## src/rtl/axi4_lite_reg_slave_if.sv

```systemverilog
// AXI4-Lite bus bundle (AW, W, AR, R channels; no B channel) between a master
// driver and the register-file slave.
interface axi4_lite_reg_slave_if #(
  parameter int ADDR_WIDTH = 32,
  parameter int DATA_WIDTH = 32
) ();

  logic [ADDR_WIDTH-1:0] AWADDR;
  logic                  AWVALID;
  logic                  AWREADY;
  logic [DATA_WIDTH-1:0] WDATA;
  logic                  WVALID;
  logic                  WREADY;
  logic [ADDR_WIDTH-1:0] ARADDR;
  logic                  ARVALID;
  logic                  ARREADY;
  logic [DATA_WIDTH-1:0] RDATA;
  logic                  RVALID;
  logic                  RREADY;

  modport master (
    output AWADDR, AWVALID, WDATA, WVALID, ARADDR, ARVALID, RREADY,
    input  AWREADY, WREADY, ARREADY, RDATA, RVALID
  );

  modport slave (
    input  AWADDR, AWVALID, WDATA, WVALID, ARADDR, ARVALID, RREADY,
    output AWREADY, WREADY, ARREADY, RDATA, RVALID
  );

endinterface

```

## src/rtl/axi4_lite_reg_slave.sv

```systemverilog
// AXI4-Lite register-file slave: independent write and read FSMs over a
// word-addressed register array, with every register exposed to the fabric.
module axi4_lite_reg_slave #(
  parameter int ADDR_WIDTH = 32,
  parameter int DATA_WIDTH = 32,
  parameter int NUM_REGS   = 8
) (
  input  logic                           ACLK,
  input  logic                           ARESET,
  axi4_lite_reg_slave_if.slave           bus,
  output logic [NUM_REGS*DATA_WIDTH-1:0] reg_out,
  output logic [NUM_REGS-1:0]            wr_pulse
);

  localparam int ADDR_LSB = $clog2(DATA_WIDTH / 8);
  localparam int IDX_W    = $clog2(NUM_REGS);

  typedef enum logic [1:0] {
    WR_IDLE,
    WR_WAIT_W,
    WR_WAIT_AW,
    WR_COMMIT
  } wr_state_t;

  typedef enum logic {
    RD_IDLE,
    RD_DATA
  } rd_state_t;

  wr_state_t             wr_state;
  rd_state_t             rd_state;
  logic [IDX_W-1:0]      aw_idx_q;
  logic                  aw_ok_q;
  logic [DATA_WIDTH-1:0] w_data_q;
  logic [DATA_WIDTH-1:0] rdata_q;
  logic [DATA_WIDTH-1:0] regs [NUM_REGS];

  // Word index of each address; any set bit above the index field puts it out of range.
  logic [ADDR_WIDTH-1:0] aw_word;
  logic [ADDR_WIDTH-1:0] ar_word;
  logic [IDX_W-1:0]      aw_idx;
  logic [IDX_W-1:0]      ar_idx;
  logic                  aw_ok;
  logic                  ar_ok;

  assign aw_word = bus.AWADDR >> ADDR_LSB;
  assign ar_word = bus.ARADDR >> ADDR_LSB;
  assign aw_idx  = aw_word[IDX_W-1:0];
  assign ar_idx  = ar_word[IDX_W-1:0];
  assign aw_ok   = (aw_word[ADDR_WIDTH-1:IDX_W] == '0);
  assign ar_ok   = (ar_word[ADDR_WIDTH-1:IDX_W] == '0);

  // Readies come from state alone, forced low while reset is asserted.
  assign bus.AWREADY = !ARESET && (wr_state == WR_IDLE || wr_state == WR_WAIT_AW);
  assign bus.WREADY  = !ARESET && (wr_state == WR_IDLE || wr_state == WR_WAIT_W);
  assign bus.ARREADY = !ARESET && (rd_state == RD_IDLE);
  assign bus.RVALID  = (rd_state == RD_DATA);
  assign bus.RDATA   = rdata_q;

  logic aw_hs;
  logic w_hs;
  logic ar_hs;
  logic enter_commit;
  logic [IDX_W-1:0] commit_idx;
  logic commit_ok;

  assign aw_hs = bus.AWVALID && bus.AWREADY;
  assign w_hs  = bus.WVALID && bus.WREADY;
  assign ar_hs = bus.ARVALID && bus.ARREADY;

  // The address for the upcoming commit is either arriving now or was latched earlier.
  assign commit_idx = aw_hs ? aw_idx : aw_idx_q;
  assign commit_ok  = aw_hs ? aw_ok  : aw_ok_q;

  always_comb begin
    // NOTE: default assignment first so no path leaves enter_commit unassigned (no latch).
    enter_commit = 1'b0;
    case (wr_state)
      WR_IDLE:    enter_commit = aw_hs && w_hs;
      WR_WAIT_W:  enter_commit = w_hs;
      WR_WAIT_AW: enter_commit = aw_hs;
      default:    enter_commit = 1'b0;
    endcase
  end

  always_ff @(posedge ACLK or posedge ARESET) begin
    if (ARESET) begin
      wr_state <= WR_IDLE;
      aw_idx_q <= '0;
      aw_ok_q  <= 1'b0;
      w_data_q <= '0;
      wr_pulse <= '0;
      // NOTE: the register array is cleared on reset because software relies on a known zero state.
      for (int i = 0; i < NUM_REGS; i++) begin
        regs[i] <= '0;
      end
    end else begin
      // NOTE: non-blocking assignments so every flop samples pre-edge values.
      wr_pulse <= '0;
      if (enter_commit && commit_ok) begin
        wr_pulse[commit_idx] <= 1'b1;
      end
      if (aw_hs) begin
        aw_idx_q <= aw_idx;
        aw_ok_q  <= aw_ok;
      end
      if (w_hs) begin
        w_data_q <= bus.WDATA;
      end
      case (wr_state)
        WR_IDLE: begin
          if (aw_hs && w_hs) wr_state <= WR_COMMIT;
          else if (aw_hs)    wr_state <= WR_WAIT_W;
          else if (w_hs)     wr_state <= WR_WAIT_AW;
        end
        WR_WAIT_W: begin
          if (w_hs) wr_state <= WR_COMMIT;
        end
        WR_WAIT_AW: begin
          if (aw_hs) wr_state <= WR_COMMIT;
        end
        WR_COMMIT: begin
          if (aw_ok_q) begin
            regs[aw_idx_q] <= w_data_q;
          end
          wr_state <= WR_IDLE;
        end
        default: wr_state <= WR_IDLE;
      endcase
    end
  end

  // A read that coincides with the end of a commit samples the pre-commit register value.
  always_ff @(posedge ACLK or posedge ARESET) begin
    if (ARESET) begin
      rd_state <= RD_IDLE;
      rdata_q  <= '0;
    end else begin
      case (rd_state)
        RD_IDLE: begin
          if (ar_hs) begin
            rdata_q  <= ar_ok ? regs[ar_idx] : '0;
            rd_state <= RD_DATA;
          end
        end
        RD_DATA: begin
          if (bus.RREADY) rd_state <= RD_IDLE;
        end
        default: rd_state <= RD_IDLE;
      endcase
    end
  end

  for (genvar gi = 0; gi < NUM_REGS; gi++) begin : g_reg_out
    assign reg_out[gi*DATA_WIDTH +: DATA_WIDTH] = regs[gi];
  end

endmodule

```

## src/flat_wrapper.sv

```systemverilog
// flat-port wrapper written by rule: the top's interface ports become plain ports
module axi4_lite_reg_slave_flat 
#(
  parameter int ADDR_WIDTH = 32,
  parameter int DATA_WIDTH = 32,
  parameter int NUM_REGS   = 8
)
  (ACLK, ARESET, reg_out, wr_pulse, bus_AWADDR, bus_AWVALID, bus_WDATA, bus_WVALID, bus_ARADDR, bus_ARVALID, bus_RREADY, bus_AWREADY, bus_WREADY, bus_ARREADY, bus_RDATA, bus_RVALID);
  axi4_lite_reg_slave_if #(.ADDR_WIDTH(ADDR_WIDTH), .DATA_WIDTH(DATA_WIDTH)) bus_i ();
  input  logic ACLK;
  input  logic ARESET;
  output logic [NUM_REGS*DATA_WIDTH-1:0] reg_out;
  output logic [NUM_REGS-1:0] wr_pulse;
  input wire logic [$bits(bus_i.AWADDR)-1:0] bus_AWADDR;
  input wire logic [$bits(bus_i.AWVALID)-1:0] bus_AWVALID;
  input wire logic [$bits(bus_i.WDATA)-1:0] bus_WDATA;
  input wire logic [$bits(bus_i.WVALID)-1:0] bus_WVALID;
  input wire logic [$bits(bus_i.ARADDR)-1:0] bus_ARADDR;
  input wire logic [$bits(bus_i.ARVALID)-1:0] bus_ARVALID;
  input wire logic [$bits(bus_i.RREADY)-1:0] bus_RREADY;
  output wire logic [$bits(bus_i.AWREADY)-1:0] bus_AWREADY;
  output wire logic [$bits(bus_i.WREADY)-1:0] bus_WREADY;
  output wire logic [$bits(bus_i.ARREADY)-1:0] bus_ARREADY;
  output wire logic [$bits(bus_i.RDATA)-1:0] bus_RDATA;
  output wire logic [$bits(bus_i.RVALID)-1:0] bus_RVALID;
  assign bus_i.AWADDR = bus_AWADDR;
  assign bus_i.AWVALID = bus_AWVALID;
  assign bus_i.WDATA = bus_WDATA;
  assign bus_i.WVALID = bus_WVALID;
  assign bus_i.ARADDR = bus_ARADDR;
  assign bus_i.ARVALID = bus_ARVALID;
  assign bus_i.RREADY = bus_RREADY;
  assign bus_AWREADY = bus_i.AWREADY;
  assign bus_WREADY = bus_i.WREADY;
  assign bus_ARREADY = bus_i.ARREADY;
  assign bus_RDATA = bus_i.RDATA;
  assign bus_RVALID = bus_i.RVALID;
  axi4_lite_reg_slave #(.ADDR_WIDTH(ADDR_WIDTH), .DATA_WIDTH(DATA_WIDTH), .NUM_REGS(NUM_REGS)) u_core (.ACLK(ACLK), .ARESET(ARESET), .bus(bus_i), .reg_out(reg_out), .wr_pulse(wr_pulse));
endmodule
```

## config.mk

```make
export PLATFORM = sky130hd
export DESIGN_NAME = axi4_lite_reg_slave_flat
export DESIGN_NICKNAME = d
export VERILOG_FILES = /design/src/rtl/axi4_lite_reg_slave_if.sv /design/src/rtl/axi4_lite_reg_slave.sv /design/src/flat_wrapper.sv
export SDC_FILE = /design/constraint.sdc
export NUM_CORES = 1
export LEC_CHECK = 0
export CAP_MARGIN = 15
export CORE_MARGIN = 5
export CORE_UTILIZATION = 43
export DETAILED_ROUTE_END_ITERATION = 7
export HOLD_SLACK_MARGIN = 0.15
export PLACE_DENSITY = 0.74
export SLEW_MARGIN = 20
export SYNTH_ARGS = -nofsm -noshare
export SYNTH_HDL_FRONTEND = slang
export SYNTH_SLANG_ARGS = --single-unit
```

## constraint.sdc

```tcl
create_clock -name ACLK -period 31.2 [get_ports ACLK]
set_input_delay 6.24 -clock ACLK [delete_from_list [all_inputs] [get_ports ACLK]]
set_output_delay 6.24 -clock ACLK [all_outputs]
set_load 0.005 [all_outputs]
```

==> reports/metrics.yaml <==
worst_setup_path:
  critical_path_peak_fanout: 8
  arrival_ns: 8.00
  cpMaxStageDelayCell: "sky130_fd_sc_hd__clkdlybuf4s50_1"
  critPathKind: "in2out"
  setup.worst_path.end_class: "output port"
  critical_path.cell_chain: "clkdlybuf4s50_1 > o21bai_1 > inv_1 > clkdlybuf4s50_1"
  setup.worst_path.start_class: "primary input"
  path_delay_family: "buffers and inverters"
  worst_path_buf_inv: 3
  cpPeakStageDelay_ns: 0.73
  critPathMostFrequentCell: "sky130_fd_sc_hd__clkdlybuf4s50_1"
  worst-endpoint-required_ns: 24.96
status:
  outcome: "finished clean"
cts:
  ctsHoldBuffers: 0
  clock_latency_ns: 0.51
  cts.reportedPaths.clkPinSlew_ns: 0.06
  ctsResizeCount: 0
  ctsRootBufferMaster: "sky130_fd_sc_hd__clkbuf_16"
  tritoncts_buffers: 36
  cts.htree.levels: 2
  number_of_buffers_added_for_setup_after_cts: 0
  clock_sink_count: 335
  cts_tree: "done"
  cts-root-to-sink-buffers: 3
drt:
  drc_violations_left: 0
  avgViaCountPerCell: 5.44
  drtPass1Iterations: 4
  drt_iter0_drc: 395
  detail_route.wl_per_cell_um: 24.7
  detailroute.via_count: 9889
  detail-route-antenna-nets: 0
  routed_wirelength_mm: 44.9
global_route:
  antenna_found_initial: 0
  gr-usage-all-layers_pct: 23.5
  grt_pass1_vias: 10800
  grt_first_pass_wirelength_mm: 68.6
  gr-total-overflow: 0
  grt_max_degree: 134
final_layout:
  layout.nets: 1452
  n_fill_cell: 2582
  most_frequent_cells_in_the_layout: "394 x sky130_fd_sc_hd__clkdlybuf4s50_1, 335 x sky130_fd_sc_hd__dfrtp_1, 289 x sky130_fd_sc_hd__mux2_2"
  layout_commonest_cell: "sky130_fd_sc_hd__clkdlybuf4s50_1"
  seqCellArea_um2: 8380
  layout-area-overhead-vs-synth_pct: 39.3
  antenna-diode-count: 0
  layout-drive-gt1-share_pct: 32.7
  area_of_the_multi_input_gates_um2: 5920
die:
  std_cell_rows: 67
  fp.dieArea_um2: 37600
  die_x_um: 194
  placeableCoreArea_um2: 33400
  design.portCount: 402
  initial_core_util_pct: 43.5
  vertical_die_dimension_um: 194
power_and_ir_drop:
  power_leakage_nw: 9.08
  fin_total_pwr_mw: 1.05
  powerDensity_nw_per_um2: 51.8
  max-vdd-ir-drop_v: 0.0000334
sta:
  maxClockFrequency_mhz: 70.2
  unrepaired_setup_endpoints_after_global_routing: "false"
  hold_viol: 0
  final_max_slew_viol_count: 0
  slew_headroom_pct: 36.5
  post_route_worst_hold_slack_ns: 0.482
  timing.final.crit_period_ns: 14.24
  tightest_pin_transition_ns: 0.953
  finalSetupViolations: 0
  skew_ns: 0.0245
  finalCritPeriodShare_pct: 45.7
  setup_total_negative_slack_ns: 0
run:
  drv_cap: 0
synth:
  ys_types: 35
  synth_area_um2: 14500
  synth.top_cell.area_share_pct: 57.7
  synthTopCellsByArea: "sky130_fd_sc_hd__dfrtp_1 58%, sky130_fd_sc_hd__mux2_2 22%, sky130_fd_sc_hd__mux4_2 9.9%, sky130_fd_sc_hd__mux2i_1 2.3%, sky130_fd_sc_hd__nand2_1 1.2%"
  synth.net_count: 1053
  synth-async-reset-ratio_pct: 100
  synth.avg_cell_area_um2: 15.4
  yosys_register_bits: 335
  edff_count_synth: 0
  yosys_warnings: 0
  synth_largest_area_cell: "sky130_fd_sc_hd__dfrtp_1"
  syn_inst: 945
  part_of_the_yosys_area_used_for_sequential_elements_pct: 57.7
  ys.flop_type: "sky130_fd_sc_hd__dfrtp_1"
worst_hold_path:
  worst_hold_path_type: "reg2reg"
placement:
  placement.io_buffers: 397
  place.gp.congestion: 0.897
  dpl.hpwl_mm: 29.6
## cell usage after synthesis, types with 2 or more instances
cell type	instances
sky130_fd_sc_hd__o21ai_1	30
sky130_fd_sc_hd__clkbuf_1	35
sky130_fd_sc_hd__ha_1	6
sky130_fd_sc_hd__nand3_1	5
sky130_fd_sc_hd__mux2i_1	33
sky130_fd_sc_hd__a31oi_1	3
sky130_fd_sc_hd__nor2b_1	3
sky130_fd_sc_hd__nor4_1	18
sky130_fd_sc_hd__mux2_2	289
sky130_fd_sc_hd__mux4_2	64
sky130_fd_sc_hd__buf_1	12
sky130_fd_sc_hd__o21ai_0	10
sky130_fd_sc_hd__dfrtp_1	335
sky130_fd_sc_hd__buf_6	3
sky130_fd_sc_hd__a21oi_1	2
sky130_fd_sc_hd__inv_1	9
sky130_fd_sc_hd__nor3_1	11
sky130_fd_sc_hd__nand2_1	45
sky130_fd_sc_hd__nor2_1	9
sky130_fd_sc_hd__a211oi_1	2
sky130_fd_sc_hd__buf_2	7
## registers in the layout, indices dropped and copies added, names as in the netlist
name,flops
u_core.w_data_q,32
u_core.aw_ok_q,1
u_core.reg_out,256
u_core.bus.RDATA,32
u_core.wr_pulse,8
u_core.bus.RVALID,1
u_core.wr_state,2
u_core.aw_idx_q,3
## per-stage QoR
| stage | utilization (%) | std cells | worst slack [ns] | area, um^2 |
|---|---|---|---|---|
| floorplan | - | 945 | 15.66 | 14500 |
| global placement | 56.9 | 1754 | 17.00 | 19000 |
| detailed placement | 56.9 | 1754 | 16.95 | 19000 |
| CTS | 60.5 | 1818 | 16.95 | 20200 |
| global route | 60.5 | 1818 | 16.86 | 20200 |
| finish | 60.5 | 1818 | 16.96 | 20200 |
## tightest hold or removal path: cells and delay by family, from the launching register on
kind,cells,cell delay (ns)
DFF,1,0.34
AOI/OAI and AO/OA,1,0.06
and+or+nand+nor,1,0.05
## layer usage
layer	wire [um]	global-route usage (%)	part of all wire [%]
met5	0	0	0
met4	1230	6.72	2.7
met3	3210	5.82	7.1
met2	21600	38.7	48
met1	18900	31.2	42
## kinds of logic after synthesis
family / synth area share [%]
mux: 34.6
flops: 57.7
simple gates: 3.27
buf+inv: 1.92
compound gates: 2.03
fa+ha+maj: 0.517
## cell type report
type                            instances  area share, %
Sequential cell                       335           41.4
Inverter                                9          0.204
Multi-Input combinational cell        544           29.3
Clock buffer                           50           5.17
Tap cell                              448           2.77
Clock inverter                         14          0.822
Timing Repair Buffer                  418           20.4
## path summary, 6_finish.rpt
kind                                 startpoint              endpoint  slack (ns)  cells past startpoint
setup / recovery                         ARESET           bus_AWREADY       16.96                      4
setup reg to reg              u_core.bus.RVALID  u_core.bus.RDATA[29]       28.75                      4
hold / removal             u_core.bus.RDATA[15]  u_core.bus.RDATA[15]        0.48                      2
max in group asynchronous                ARESET   u_core.reg_out[107]       22.34                      4
hold reg to reg            u_core.bus.RDATA[15]  u_core.bus.RDATA[15]        0.48                      2
min in group asynchronous                ARESET   u_core.bus.RDATA[0]        6.51                      2
## report_power, final
group          switching (mW)  internal, mW
clock                   0.170         0.260
combinational          0.0528        0.0525
sequential             0.0529         0.459
(Power assumes the default switching activity.)
